File: config.mk
export PLATFORM = sky130hd
export DESIGN_NAME = mult_booth
export DESIGN_NICKNAME = d
export VERILOG_FILES = /design/src/rtl/mult_pkg.sv /design/src/rtl/mult_booth.sv
export SDC_FILE = /design/constraint.sdc
export NUM_CORES = 1
export LEC_CHECK = 0
export BUFFER_PORTS_ARGS = -buffer_cell sky130_fd_sc_hd__buf_4
export CORE_AREA = 2 2 143 173
export DETAILED_ROUTE_END_ITERATION = 12
export DIE_AREA = 0 0 145 175
export GPL_TIMING_DRIVEN = 0
export PLACE_DENSITY_LB_ADDON = 0.05
export SLEW_MARGIN = 30
export SYNTH_ARGS = -nofsm -noshare
export SYNTH_HDL_FRONTEND = slang
export SYNTH_SLANG_ARGS = --single-unit
File: constraint.sdc
create_clock -name Clk -period 5.7 [get_ports Clk]
set_clock_uncertainty 0.15 [all_clocks]
set_input_delay 0 -clock Clk [delete_from_list [all_inputs] [get_ports Clk]]
set_output_delay 0 -clock Clk [all_outputs]
set_load 0.1 [all_outputs]
File: src/rtl/mult_pkg.sv
// Shared definitions for the radix-2 Booth multiplier: FSM state encoding and default width.
package mult_pkg;

  typedef enum logic [1:0] {
    IDLE = 2'd0,
    RUN  = 2'd1,
    DONE = 2'd2
  } mult_state_t;

  localparam int WIDTH_DEFAULT = 32;

endpackage

File: src/rtl/mult_booth.sv
// Sequential radix-2 Booth multiplier: one Booth step per RUN cycle, signed 2*WIDTH-bit product
// presented with a one-cycle endMult pulse.
module mult_booth
  import mult_pkg::*;
#(
  parameter int WIDTH = WIDTH_DEFAULT
) (
  input  logic               Clk,
  input  logic               reset,
  input  logic               workMult,
  input  logic [WIDTH-1:0]   oper_A,
  input  logic [WIDTH-1:0]   oper_B,
  output logic               busy,
  output logic               endMult,
  output logic [2*WIDTH-1:0] mul
);

  localparam int CW = $clog2(WIDTH) + 1;

  mult_state_t        state_q, state_d;
  logic [WIDTH:0]     a_q, a_d;
  logic [WIDTH:0]     m_q, m_d;
  logic [WIDTH-1:0]   q_q, q_d;
  logic               q1_q, q1_d;
  logic [CW-1:0]      count_q, count_d;
  logic [2*WIDTH-1:0] mul_q, mul_d;
  logic               end_q, end_d;
  logic               busy_q, busy_d;
  logic [WIDTH:0]     sum;

  always_comb begin
    // A and M carry one guard bit so that subtracting M = -2^(WIDTH-1) cannot overflow.
    unique case ({q_q[0], q1_q})
      2'b01:   sum = a_q + m_q;
      2'b10:   sum = a_q - m_q;
      default: sum = a_q;
    endcase

    state_d = state_q;
    a_d     = a_q;
    m_d     = m_q;
    q_d     = q_q;
    q1_d    = q1_q;
    count_d = count_q;
    mul_d   = mul_q;
    end_d   = 1'b0;
    busy_d  = busy_q;

    unique case (state_q)
      IDLE: begin
        if (workMult) begin
          m_d     = {oper_A[WIDTH-1], oper_A};
          q_d     = oper_B;
          a_d     = '0;
          q1_d    = 1'b0;
          count_d = '0;
          busy_d  = 1'b1;
          state_d = RUN;
        end
      end
      RUN: begin
        if (count_q == CW'(WIDTH)) begin
          mul_d   = {a_q[WIDTH-1:0], q_q};
          end_d   = 1'b1;
          state_d = DONE;
        end else begin
          a_d     = {sum[WIDTH], sum[WIDTH:1]};
          q_d     = {sum[0], q_q[WIDTH-1:1]};
          q1_d    = q_q[0];
          count_d = count_q + 1'b1;
        end
      end
      DONE: begin
        busy_d  = 1'b0;
        state_d = IDLE;
      end
      default: begin
        busy_d  = 1'b0;
        state_d = IDLE;
      end
    endcase
  end

  always_ff @(posedge Clk or negedge reset) begin
    if (!reset) begin
      state_q <= IDLE;
      a_q     <= '0;
      m_q     <= '0;
      q_q     <= '0;
      q1_q    <= 1'b0;
      count_q <= '0;
      mul_q   <= '0;
      end_q   <= 1'b0;
      busy_q  <= 1'b0;
    end else begin
      state_q <= state_d;
      a_q     <= a_d;
      m_q     <= m_d;
      q_q     <= q_d;
      q1_q    <= q1_d;
      count_q <= count_d;
      mul_q   <= mul_d;
      end_q   <= end_d;
      busy_q  <= busy_d;
    end
  end

  assign busy    = busy_q;
  assign endMult = end_q;
  assign mul     = mul_q;

endmodule

== Yosys cells after proc, flatten, opt, wreduce, memory -nomap -nowiden ==
Index checks and enable logic that the tools add are counted.

* Multiplexer cells: 20
* Add/sub/neg operators: 3
* Bitwise logic cells: 1
* Eq/ne operators: 7
* Reduce and logical (&&, ||, !) cells: 7

{| class="wikitable"
|+ Operator list
! kind !! number
|-
| 33-bit case mux with 2 select lines || 2
|-
| 33-bit 2-to-1 mux || 2
|-
| 32-bit 2-to-1 mux || 2
|-
| 32-bit case mux with 2 select lines || 1
|-
| 33-bit adder || 1
|-
| 33-bit subtractor || 1
|-
| 6-bit 2-to-1 mux || 2
|-
| 6-bit case mux with 2 select lines || 1
|-
| 2-bit AND reduction || 4
|-
| 6-bit by 1-bit adder with 6-bit output (second input constant) || 1
|-
| 6-bit equality test (second input constant) || 1
|-
| 2-bit inequality test (second input constant) || 3
|-
| 1-bit 2-to-1 mux || 5
|-
| 2-bit by 1-bit equality test with 1-bit output (second input constant) || 2
|-
| 2-bit 2-to-1 mux || 2
|-
| 1-bit case mux with 2 select lines || 2
|-
| 2-bit case mux with 2 select lines || 1
|-
| 3-bit AND reduction || 1
|-
| 2-bit equality test (second input constant) || 1
|-
| 2-bit logical NOT || 1
|-
| 2-bit nonzero test || 1
|-
| 1-bit inverter || 1
|}

* Word-level logic and storage cells: 47
* Output and inout port bits: 66
* Bits of input ports: 67
* Register bits: 172

== Longest topological paths before layout ==
* Word-level depth: 4
* Mapped depth: 18
* Depth with buffers taken out: 18

== Least setup slack after synthesis ==
OpenSTA, ideal clock, no wires.

* Path type: register to register
* From: reg m_q[5]
* To: reg a_q[31]
* Required time: 5414 ps
* Path buffers: 0
* Setup time: 136 ps
* Slack: 1641 ps
* Data arrival time: 3773 ps
* Stages on the path, launching flop included: 19
* Clock period less this slack: 4059 ps
* Cell sequence: dfrtp_1 -> or4_4 -> nor4_4 -> nand2_1 -> nor2_1 -> nand2_1 -> nor2_1 -> a31oi_1 -> xnor2_1 -> ha_1 -> a21o_1 -> a21oi_1 -> nor2b_1 -> a2111oi_0 -> nor2_1 -> a211oi_1 -> o21ai_0 -> xnor2_1 -> o22ai_1

* Longest elaborated chain between the ends: 4
* Elaborated cells between the ends (all ways): 5
* Classes of those cells: add/sub: 2; mux: 3

{| class="wikitable"
|+ RTL lines
! element !! RTL line !! text
|-
| start: declaration || mult_booth.sv:22 || <nowiki>logic [WIDTH:0] m_q, m_d;</nowiki>
|-
| start signal: assignment || mult_booth.sv:98 || <nowiki>m_q <= m_d;</nowiki>
|-
| 33-bit subtractor or 33-bit adder (tied branches) || mult_booth.sv:35, mult_booth.sv:34 ||
|-
| 33-bit case mux with 2 select lines (*) || mult_booth.sv:33 || <nowiki>unique case ({q_q[0], q1_q})</nowiki>
|-
| 33-bit 2-to-1 mux (*) || mult_booth.sv:62 || <nowiki>if (count_q == CW'(WIDTH)) begin</nowiki>
|-
| 33-bit case mux with 2 select lines (*) || mult_booth.sv:49 || <nowiki>unique case (state_q)</nowiki>
|-
| end signal: assignment || mult_booth.sv:87 || <nowiki>a_q <= '0;</nowiki>
|-
| end signal: assignment || mult_booth.sv:97 || <nowiki>a_q <= a_d;</nowiki>
|-
| end: declaration || mult_booth.sv:21 || <nowiki>logic [WIDTH:0] a_q, a_d;</nowiki>
|}

Mark *: on every way between the ends. The rest lies on a longest branch, timed or not. The select of a mux whose other input is x is not followed.
A chain may end at the register's enable or synchronous reset.

== Final worst setup path ==
Ends and elaborated chain as after synthesis.

==> summary.md <==
| Metric | Value |
|---|---|
| Status | finished, final reports clean |
| DRT Wirelength | 26900 um |
| Vias post-DR | 8482 |
| GR Overflow Total | 0 |
| Syn_area_per_cell | 8.33 um2 |
| Total track usage | 21.6% |
| Initial antenna violation count | 0 |
| Syn_nets | 1226 |
| CP startpoint kind | register |
| Post-Place Setup Slack | 854 ps |
| Endpoints failing hold | 0 |
| Fin nets | 1446 |
| R2R depth | 18 |
| Initial Util | 39.5% |
| FF-to-FF End | a_q[31]$_DFFE_PN0P_ |
| RSZ-0062 raised after global routing | false |
| CP Capture Type | register |
| Setup violations, final | 0 |
| HPWL Detailed | 20000 um |
| Min setup slack post-route | 870 ps |
| First-pass GRT wire length | 44100 um |
| DRT Pass-1 Iters | 5 |
| Type of the most critical hold path | primary input to register |
| Post-CTS Setup Bufs | 0 |
| Mapped Area | 9350 um2 |
| Number of library cell types mapped by synthesis | 61 |
| Sequential share of the synthesized area | 45.8% |
| Clock tree sinks | 171 |
| Routed len/inst | 16.1 um |
| Max-Cap Viols | 0 |
| Setup crit end | a_q[31]$_DFFE_PN0P_ |
| Syn-to-layout area delta | 29.1% |
| Setup_tns | 0 ps |
| Core Area | 23700 um2 |
| CP Max Fanout | 6 |
| Slew @ Worst Pin | 903 ps |
| Die X-Extent | 145 um |
| Port Buf Inserts | 132 |
| Detailed Route Iter0 Violations | 472 |
| Ports | 133 |
| Clock latency on the worst-skew pair | 440 ps |
| Total CTS buffers | 17 |
| Pin count of the biggest net entering global routing | 74 |
| Placed cell areas | 10800 um2 |
| Number of synthesis warnings | 0 |
| Req. time, crit path | 5850 ps |
| Number of enable flip-flop cells after synthesis | 0 |
| Slew headroom | 39.7% |
| Vias in the first global route | 8562 |
| Kind of critical path | register to register |
| CTS tree | yes |
| CTS H-Tree Depth | 4 |
| Tmin final | 4830 ps |
| Diodes inserted | 0 |
| Syn Inst Count | 1122 |
| CTS resizes | 0 |
| Chip Height | 175 um |
| Critical path launch point | m_q[5]$_DFFE_PN0P_ |
| DRC violations left | 0 |
| Row count | 62 |
| Vias/cell | 5.06 |
| Die area | 25400 um2 |
| Clk root buf | clkbuf_16 |
| Worst R2R Start | m_q[5]$_DFFE_PN0P_ |
| Placer congestion estimate | 0.930 |
| Design Area, Final | 12100 um2 |
| Post-route ant nets | 0 |
| Worst R2R Setup Slack | 870 ps |
| Fraction of layout cells with a size suffix above 1 | 13.4% |
| Worst-path clk slew | 80 ps |
| Fmax | 207 MHz |
| WP data arrival | 4980 ps |
| Final period util | 84.7% |
| Slew Limit Fails | 0 |
| Dominant synthesized flop cell | dfrtp_1 |
| Ys async rst share | 100% |
| #FFs+latches synth | 171 |
| Max Root-Sink Buffers | 2 |
==> per-stage QoR <==
| stage | util (%) | hold WS (ps) | cells |
|---|---|---|---|
| 2_1_floorplan | - | -446 | 1122 |
| 3_3_place_gp | 45.4 | 39.2 | 1574 |
| 3_5_place_dp | 45.7 | -243 | 1576 |
| 4_1_cts | 51.0 | 7.88 | 1675 |
| 5_1_grt | 51.0 | 52.0 | 1675 |
| 6_report | 51.0 | 31.5 | 1675 |
==> cell usage in the layout, fill, tap and decap left out, types with 3 or more instances in the layout <==
master	n
a211oi_1	7
a21o_1	24
a21oi_1	52
a22oi_1	20
a31oi_1	23
and2_1	7
and3_1	6
buf_1	9
buf_4	131
clkbuf_1	49
clkbuf_16	17
clkinv_4	3
dfrtp_1	171
dlygate4sd3_1	66
ha_1	36
inv_1	21
inv_8	6
mux2i_1	4
nand2_1	377
nand2b_1	4
nand3_1	38
nand4_1	6
nor2_1	67
nor2b_1	5
nor3_1	11
nor3b_1	4
nor4_1	5
o211ai_1	9
o21a_1	5
o21ai_0	54
o21bai_1	5
o31a_1	3
o31ai_1	4
or3_1	4
xnor2_1	46
xor2_1	11
==> registers in the layout, summed over array words and instances (netlist names) <==
register and flops:
busy 1, mul 64, endMult 1, q_q 32
count_q 6, a_q 32, state_q 2, q1_q 1
m_q 32
==> synth_stat cells (all sizes together), types with 2 or more instances <==
| library cell | instances | area, um2 |
|---|---|---|
| nand2 | 377 | 1420 |
| nor2b | 5 | 31.3 |
| xnor2 | 46 | 403 |
| inv | 22 | 82.6 |
| o21a | 5 | 37.5 |
| mux2i | 4 | 40.0 |
| dfrtp | 171 | 4280 |
| nor4 | 6 | 52.6 |
| o31ai | 4 | 30.0 |
| and4 | 2 | 17.5 |
| nand2b | 4 | 25.0 |
| o21ai | 55 | 275 |
| a21boi | 2 | 15.0 |
| a22oi | 20 | 150 |
| a31oi | 23 | 144 |
| a211oi | 8 | 65.1 |
| nor3b | 4 | 30.0 |
| and3 | 6 | 37.5 |
| a221o | 2 | 20.0 |
| or3 | 4 | 25.0 |
| ha | 36 | 450 |
| nand4 | 6 | 37.5 |
| a311oi | 2 | 17.5 |
| a21o | 24 | 180 |
| and2 | 7 | 43.8 |
| or4 | 3 | 27.5 |
| nor2 | 67 | 251 |
| nand3 | 38 | 190 |
| o31a | 3 | 26.3 |
| buf | 9 | 33.8 |
| a32oi | 2 | 17.5 |
| o211ai | 9 | 67.6 |
| xor2 | 11 | 96.3 |
| a21oi | 53 | 269 |
| clkbuf | 49 | 184 |
| o21bai | 5 | 37.5 |
| nor3 | 12 | 71.3 |
==> area by class of cell <==
type | count | area [um2]
clock inverter | 14 | 150
fill | 2304 | 11600
sequential | 171 | 4280
inverter | 22 | 82.6
clock buffer | 18 | 439
buffer | 58 | 218
multi-input combinational | 871 | 4770
timing repair buffer | 201 | 1730
tap | 320 | 400
==> cells by family (layout without fill, tap and decap cells) <==
logic type / Yosys count / in the layout / share of synthesized area [%]
buffers and inverters: 80 / 313 / 3.21
muxes: 5 / 5 / 0.549
xor gates and xnor gates: 57 / 57 / 5.34
DFF: 171 / 171 / 45.8
adders and majority gates: 37 / 37 / 5.03
AOI/OAI and AO/OA: 224 / 224 / 15.1
and+or+nand+nor: 548 / 548 / 25.0
==> repair_timing <==
action,in CTS,in global routing
setup endpoints to repair,0,0
hold buffers,67,0
endpoints found under the hold margin,235,0
==> how the worst min path moves through the flow <==
| stage | startpoint | to | slack, ps | depth (start not counted) |
|---|---|---|---|---|
| 3_3_place_gp | oper_A[13] | m_q[13]$_DFFE_PN0P_ | 40 | 3 |
| 2_1_floorplan | reset | a_q[0]$_DFFE_PN0P_ | -450 | 0 |
| 6_report | workMult | a_q[20]$_DFFE_PN0P_ | 30 | 4 |
| 4_1_cts | workMult | a_q[20]$_DFFE_PN0P_ | 8 | 4 |
| 5_1_grt | workMult | a_q[19]$_DFFE_PN0P_ | 50 | 4 |
| 3_5_place_dp | reset | mul[26]$_DFFE_PN0P_ | -240 | 1 |
==> worst max-delay path, stage by stage, from the launching register on <==
cell and delay [ps]:
dfrtp_1 450, or4_4 570, nor4_4 300, nand2_1 90, nor2_1 230, nand2_1 100
nor2_1 350, a31oi_1 160, xnor2_1 160, ha_1 380, a21o_1 230, a21oi_1 160
nor2b_1 70, a2111oi_0 550, nor2_1 90, a211oi_1 220, o21ai_0 150, xnor2_1 190
o22ai_1 80
==> routing by layer <==
layer / global-route usage (%) / routed length (um)
met1: 28.4 / 12600
met2: 37.3 / 12900
met3: 2.40 / 851
met4: 6.97 / 495
met5: 0 / 0
Power is left out: the tool's default activity adds up to more than one toggle a clock period on the data nets, which glitch-free logic cannot reach.
